### config.mk
export PLATFORM = sky130hd
export DESIGN_NAME = ifu
export DESIGN_NICKNAME = d
export VERILOG_FILES = /design/src/rtl/ifu_pkg.sv /design/src/rtl/ifu_npc.sv /design/src/rtl/ifu.sv
export SDC_FILE = /design/constraint.sdc
export NUM_CORES = 1
export LEC_CHECK = 0
export ABC_AREA = 1
export BUFFER_PORTS_ARGS = -buffer_cell sky130_fd_sc_hd__buf_2
export CAP_MARGIN = 20
export CORE_ASPECT_RATIO = 1.75
export CORE_MARGIN = 2
export CORE_UTILIZATION = 38
export DETAILED_ROUTE_END_ITERATION = 10
export HOLD_SLACK_MARGIN = 0.1
export PLACE_DENSITY = 0.63
export SLEW_MARGIN = 30
export SYNTH_ARGS = -nofsm -noshare
export SYNTH_HDL_FRONTEND = slang
export SYNTH_SLANG_ARGS = --single-unit
### constraint.sdc
create_clock -name clk -period 3.6 [get_ports clk]
set_input_delay 0.36 -clock clk [delete_from_list [all_inputs] [get_ports clk]]
set_output_delay 0.36 -clock clk [all_outputs]
set_load 0.03 [all_outputs]
### src/rtl/ifu_pkg.sv
// Shared constants and state encoding for the instruction fetch unit.
package ifu_pkg;

  localparam logic [31:0] IFU_RESET_PC = 32'h0000_3000;
  localparam logic [31:0] PC_INC       = 32'd4;

  typedef enum logic {
    ST_REQ  = 1'b0,
    ST_HOLD = 1'b1
  } ifu_state_t;

endpackage

### src/rtl/ifu_npc.sv
// Next-PC selection: jump beats taken branch, which beats sequential fall-through.
module npc
  import ifu_pkg::*;
(
  input  logic [31:0] pc,
  input  logic        jmp,
  input  logic [25:0] jmp_ind,
  input  logic        br_taken,
  input  logic [15:0] br_imm,
  output logic [31:0] next_pc
);

  logic        [31:0] seq_pc;
  logic signed [31:0] br_off;
  logic        [31:0] target;

  assign seq_pc = pc + PC_INC;
  // Word offset scaled to bytes; the add wraps modulo 2^32.
  assign br_off = {{14{br_imm[15]}}, br_imm, 2'b00};

  always_comb begin
    target = seq_pc;
    if (jmp) begin
      target = {pc[31:28], jmp_ind, 2'b00};
    end else if (br_taken) begin
      target = seq_pc + $unsigned(br_off);
    end
    next_pc = {target[31:2], 2'b00};
  end

endmodule

### src/rtl/ifu.sv
// Instruction fetch unit: one outstanding request, one presented instruction, no prefetch.
module ifu
  import ifu_pkg::*;
#(
  parameter logic [31:0] RESET_PC = IFU_RESET_PC
) (
  input  logic        clk,
  input  logic        rst,
  output logic        imem_req,
  output logic [31:0] imem_addr,
  input  logic        imem_ack,
  input  logic [31:0] imem_rdata,
  output logic [31:0] ir,
  output logic [31:0] pc,
  output logic        ir_valid,
  input  logic        ir_take,
  input  logic        jmp,
  input  logic [25:0] jmp_ind,
  input  logic        br_taken,
  input  logic [15:0] br_imm
);

  ifu_state_t  state, state_nxt;
  logic [31:0] fetch_pc;
  logic [31:0] next_pc;

  npc u_npc (
    .pc       (pc),
    .jmp      (jmp),
    .jmp_ind  (jmp_ind),
    .br_taken (br_taken),
    .br_imm   (br_imm),
    .next_pc  (next_pc)
  );

  always_ff @(posedge clk) begin
    if (rst) begin
      state <= ST_REQ;
    end else begin
      state <= state_nxt;
    end
  end

  always_comb begin
    state_nxt = state;
    case (state)
      ST_REQ:  if (imem_ack) state_nxt = ST_HOLD;
      ST_HOLD: if (ir_take)  state_nxt = ST_REQ;
      default: state_nxt = ST_REQ;
    endcase
  end

  // Request is suppressed while reset is held so nothing leaks out mid-reset.
  always_comb begin
    imem_req  = (state == ST_REQ) && !rst;
    imem_addr = {fetch_pc[31:2], 2'b00};
  end

  always_ff @(posedge clk) begin
    if (rst) begin
      fetch_pc <= RESET_PC;
      ir       <= '0;
      pc       <= '0;
      ir_valid <= 1'b0;
    end else begin
      case (state)
        ST_REQ: begin
          if (imem_ack) begin
            ir       <= imem_rdata;
            pc       <= fetch_pc;
            ir_valid <= 1'b1;
          end
        end
        ST_HOLD: begin
          if (ir_take) begin
            ir_valid <= 1'b0;
            fetch_pc <= next_pc;
          end
        end
        default: ;
      endcase
    end
  end

endmodule

== Yosys cells after proc, flatten, opt, wreduce, memory -nomap -nowiden ==
Cells that the tools add are included.
W data, S select, Z words.

* Add/subtract/negate cells: 2
* Equal/unequal tests: 2
* Muxes and demuxes: 8
* Bitwise logic cells: 1
* Reductions and logical operators: 5

{| class="wikitable"
|+ Operators by type and width
! cell !! number
|-
| $mux W32 || 2
|-
| $add A32 B3 Y32 const B || 1
|-
| $add A32 B32 Y32 || 1
|-
| $reduce_and A2 Y1 || 3
|-
| $mux W1 || 4
|-
| $ne A2 B2 Y1 const B || 2
|-
| $pmux W1 S2 || 2
|-
| $logic_and A1 B1 Y1 || 1
|-
| $logic_not A1 Y1 || 1
|-
| $not A1 Y1 || 1
|}

* Bits in registers: 94
* Bits of input ports: 80
* Output and inout bits: 98

== Logic depth before layout (Yosys ltp) ==
* Depth after elaboration: 4
* Mapped depth: 25
* Depth with buffers taken out: 25

== Cells and area by module ==
A second synthesis with hierarchy kept.

* Cells, all modules: 1294
* Area total of the unflattened synthesis: 7696.1 µm²

{| class="wikitable"
|+ By module, submodules not included
! module !! times used !! cells an instance !! area an instance (µm²) !! sequential area each (µm²)
|-
| ifu || 1 || 595 || 4157.7 || 1961.9
|-
| npc || 1 || 699 || 3538.4 || 0.0
|}

== Worst setup path after synthesis ==
Ideal clock, no wire load.

* Path type: flip-flop to flip-flop
* Start: reg pc[2]
* End: reg fetch_pc[31]
* Arrival: 2.713 ns
* Required time: 3.488 ns
* Path slack: 0.774 ns
* Stages on the path, launching flop included: 20
* Buffers on the path: 0
* Clock period less this slack: 2.826 ns
* Cell sequence: dfxtp_1 -> ha_1 -> nand2_1 -> nor2_2 -> nand2_1 -> nor2_1 -> xor2_1 -> inv_1 -> ha_1 -> nand2_1 -> nor2_1 -> nand2_1 -> nor2_1 -> nand2_1 -> nand2_1 -> nand2_1 -> nand3_1 -> nand2_1 -> nand2_1 -> nand2_1

* Word-level cells in the longest chain between the ends: 4

{| class="wikitable"
|+ RTL lines
! what !! RTL line !! text
|-
| start: declaration || ifu.sv:14 || <nowiki>output logic [31:0] pc,</nowiki>
|-
| start signal: assignment || ifu.sv:70 || <nowiki>pc <= fetch_pc;</nowiki>
|-
| $add A32 B3 Y32 (*) || ifu_npc.sv:17 || <nowiki>assign seq_pc = pc + PC_INC;</nowiki>
|-
| $add A32 B32 Y32 || ifu_npc.sv:26 || <nowiki>target = seq_pc + $unsigned(br_off);</nowiki>
|-
| $mux W32 (*) || ifu_npc.sv:25 || <nowiki>end else if (br_taken) begin</nowiki>
|-
| $mux W32 (*) || ifu_npc.sv:23 || <nowiki>if (jmp) begin</nowiki>
|-
| end signal: assignment || ifu.sv:77 || <nowiki>fetch_pc <= next_pc;</nowiki>
|-
| end: declaration || ifu.sv:24 || <nowiki>logic [31:0] fetch_pc;</nowiki>
|}

Every way passes the cells marked *; elsewhere a longest branch is shown, timed or not.
A chain may end at the register's enable or synchronous reset.

== Worst setup path in the final report ==
* Start: reg pc[20]
* End: reg fetch_pc[28]

Same word-level chain as after synthesis.

==> flow_summary.json <==
{
  "cts_tree": "done",
  "dr.pass1.iters": 5,
  "cts.clk_slew.worst_paths_ns": 0.07,
  "synth_largest_area_cell": "dfxtp_1",
  "start_util_pct": 38.4,
  "grt_pass1_vias": 7714,
  "synth_top_area_share_pct": 27.4,
  "htree_num_levels": 3,
  "yosys.area_share.simple_pct": 33.8,
  "max_freq_ghz": 0.303,
  "die_h_um": 182,
  "synth_most_common_cell": "nand2_1",
  "clockRootBuffer": "clkbuf_16",
  "hold_viol_final": 0,
  "rsz0062_at_grt": "false",
  "dominantRegCellSynth": "dfxtp_1",
  "swShare_pct": 38.1,
  "fillers": 2000,
  "power_frac_comb_pct": 31.3,
  "ys_async_sr_fraction_pct": 0,
  "outcome": "completed",
  "hp-class": "in2reg",
  "drive_gt1_share_pct": 18.0,
  "yosysUniqueCellTypes": 36,
  "power_density_nw_per_um2": 378,
  "cts_num_sinks": 94,
  "min_period_ns": 3.30,
  "net-switching-power_mw": 1.19,
  "whs_ns": 0.220,
  "critical_path_class": "reg2reg",
  "cp_max_fo": 5,
  "post-cts-setup-buffers": 0,
  "clkPwrFrac_pct": 30.5,
  "cp_data_required_time_ns": 3.89,
  "irDropWorstVdd_uv": 258,
  "tns_ns": 0,
  "yosys-top-cells-count": "nand2_1 (286), nor2_1 (168), inv_1 (141)",
  "core_um2": 17900,
  "synth_edf_count": 0,
  "area_delta_synth_final_pct": 20.3,
  "wirelength_um": 24800,
  "syn-instance-count": 1130,
  "grt_overflow": 0,
  "synth_top_family_by_area": "simple AND/OR/NAND/NOR gates",
  "ys_top_cells_by_area": "dfxtp_1 (27%), nand2_1 (16%), nor2_1 (9.2%)",
  "rows": 65,
  "worstPathArrival_ns": 3.59,
  "boundaryPins": 178,
  "grt_usage_pct": 25.6,
  "power.internal_mw": 1.93,
  "synth_compound_area_share_pct": 17.6,
  "cts_buffers": 9,
  "hpwl_um": 19700,
  "startpoint_type": "register",
  "worst_pin_slew_ns": 0.940,
  "antenna_left": 0,
  "drt_iter0_drc": 384,
  "ctsHoldBuffers": 0,
  "grt_max_degree": 46,
  "synth.mux.area_fraction_pct": 0,
  "finalSetupViolations": 0,
  "yosys_warnings": 0,
  "fin_nets": 1405,
  "grt_pass1_wl_um": 38400,
  "antenna_found_initial": 0,
  "gp_congestion": 0.933,
  "seqPwrFrac_pct": 38.2,
  "drc": 0,
  "final-max-slew-violation-count": 0,
  "clk_latency_ns": 0.36,
  "cts_buffer_depth": 2,
  "drv_cap": 0,
  "leakagePower_nw": 4.42,
  "ys_ff_latch": 94,
  "synthAdderAreaFrac_pct": 7.04,
  "skew_ns": 0.0105,
  "synth_area_um2": 6860,
  "synth-xor-area-share_pct": 3.70,
  "avgSynthCellArea_um2": 6.07,
  "fin_crit_sh_pct": 91.6,
  "portBuffers": 173,
  "slew_headroom_pct": 37.0,
  "final_util_pct": 46.1,
  "die_w_um": 106,
  "route.detailed.wl_per_inst_um": 16.2,
  "antenna_cells": 0,
  "synth_seq_area_share_pct": 27.4,
  "vias": 7720,
  "end_kind": "register",
  "fp.dieArea_um2": 19200,
  "post_drt_via_cell_ratio": 5.06,
  "ctsResizeCount": 0
}
state kept, by name, indices dropped and copies added (netlist names):
register	cells
pc	30
ir	32
ir_valid	1
fetch_pc	30
state	1
critical path, cell delays in order (launching register included):
cell     delay, ns
dfxtp_1       0.47
nand2_1       0.18
nor2_1        0.19
nand2_1       0.10
nor2_1        0.18
nand3_1       0.18
xor2_1        0.25
inv_1         0.07
ha_1          0.40
nand2_1       0.15
nor2_1        0.16
nand2_1       0.13
nor3_1        0.16
nand2_1       0.14
nand2_1       0.10
nand2_1       0.05
nand3_1       0.10
nand2_1       0.08
a21oi_1       0.14
worst paths after layout:
kind	startpoint	slack (ns)	to	cells after the start
worst min register to register	fetch_pc[3]	0.49	fetch_pc[3]	2
worst max register to register	pc[20]	0.30	fetch_pc[28]	18
worst max-delay path	pc[20]	0.30	fetch_pc[28]	18
worst min-delay path	imem_rdata[31]	0.22	ir[31]	3
layout make-up:
| class | count | area (um^2) | area share [%] |
|---|---|---|---|
| Timing Repair Buffer | 184 | 948 | 11.5 |
| Inverter | 142 | 533 | 6.46 |
| Multi-Input combinational cell | 856 | 4300 | 52.1 |
| Clock inverter | 5 | 41.3 | 0.500 |
| Sequential cell | 94 | 1880 | 22.8 |
| Clock buffer | 11 | 253 | 3.06 |
| Tap cell | 234 | 293 | 3.55 |
kinds of logic after synthesis:
kind of cell,after synthesis
AO/OA/AOI/OAI,227
XOR/XNOR,29
adder cells (fa/ha/maj),38
buffers and inverters,183
flip-flops,94
other,1
AND/OR/NAND/NOR,558
cell usage in the layout (no fill, tap or decap), types with 2 or more instances in the layout:
master      synthesis  final
a21oi_1           105    105
a21oi_2             3      3
and2_1              5      5
buf_2               3    173
buf_4               4     11
clkbuf_16           0      9
clkbuf_8            0      2
clkinv_4            0      2
clkinvlp_4          0      2
conb_1              1      4
dfxtp_1            94     94
ha_1               37     37
inv_1             141    139
inv_2               1      2
nand2_1           286    286
nand2_2             7      7
nand3_1            56     56
nand3_2             3      3
nand3b_1            3      3
nand4_1             5      5
nor2_1            168    167
nor2_2              5      5
nor2_4              5      6
nor3_1             11      9
nor3_2              2      3
o211ai_1            5      5
o21ai_0            97     97
o21ai_1             2      2
o21bai_1            9      9
o21bai_2            2      2
o31ai_1             2      2
xnor2_1             7      7
xor2_1             22     22
stage by stage:
stage | total power [mW] | instance area (um^2) | cells | setup WS, ns
6_report | 3.12 | 8250 | 1526 | 0.301
5_1_grt | 3.29 | 8250 | 1526 | 0.0412
4_1_cts | 3.13 | 8230 | 1526 | 0.191
3_5_place_dp | 2.18 | 7940 | 1510 | 0.231
3_3_place_gp | 2.18 | 7940 | 1510 | 0.165
2_1_floorplan | 1.87 | 6880 | 1133 | 0.774
per-layer routing:
layer / GRT usage [%] / wire [um] / up-vias
li1: - / - / 3900
met1: 27.2 / 9390 / 3470
met2: 47.2 / 12800 / 283
met3: 3.98 / 1350 / 67
met4: 14.2 / 1260 / 0
met5: 0 / 0 / -
power by group through the flow:
stage	Sequential, mW	Clock, mW	Combinational, mW
floorplan	1.35	0	0.515
global placement	1.21	0	0.966
detailed placement	1.21	0	0.966
CTS	1.19	0.967	0.971
global route	1.20	1.01	1.08
finish	1.19	0.952	0.975
(Power assumes the default switching activity.)
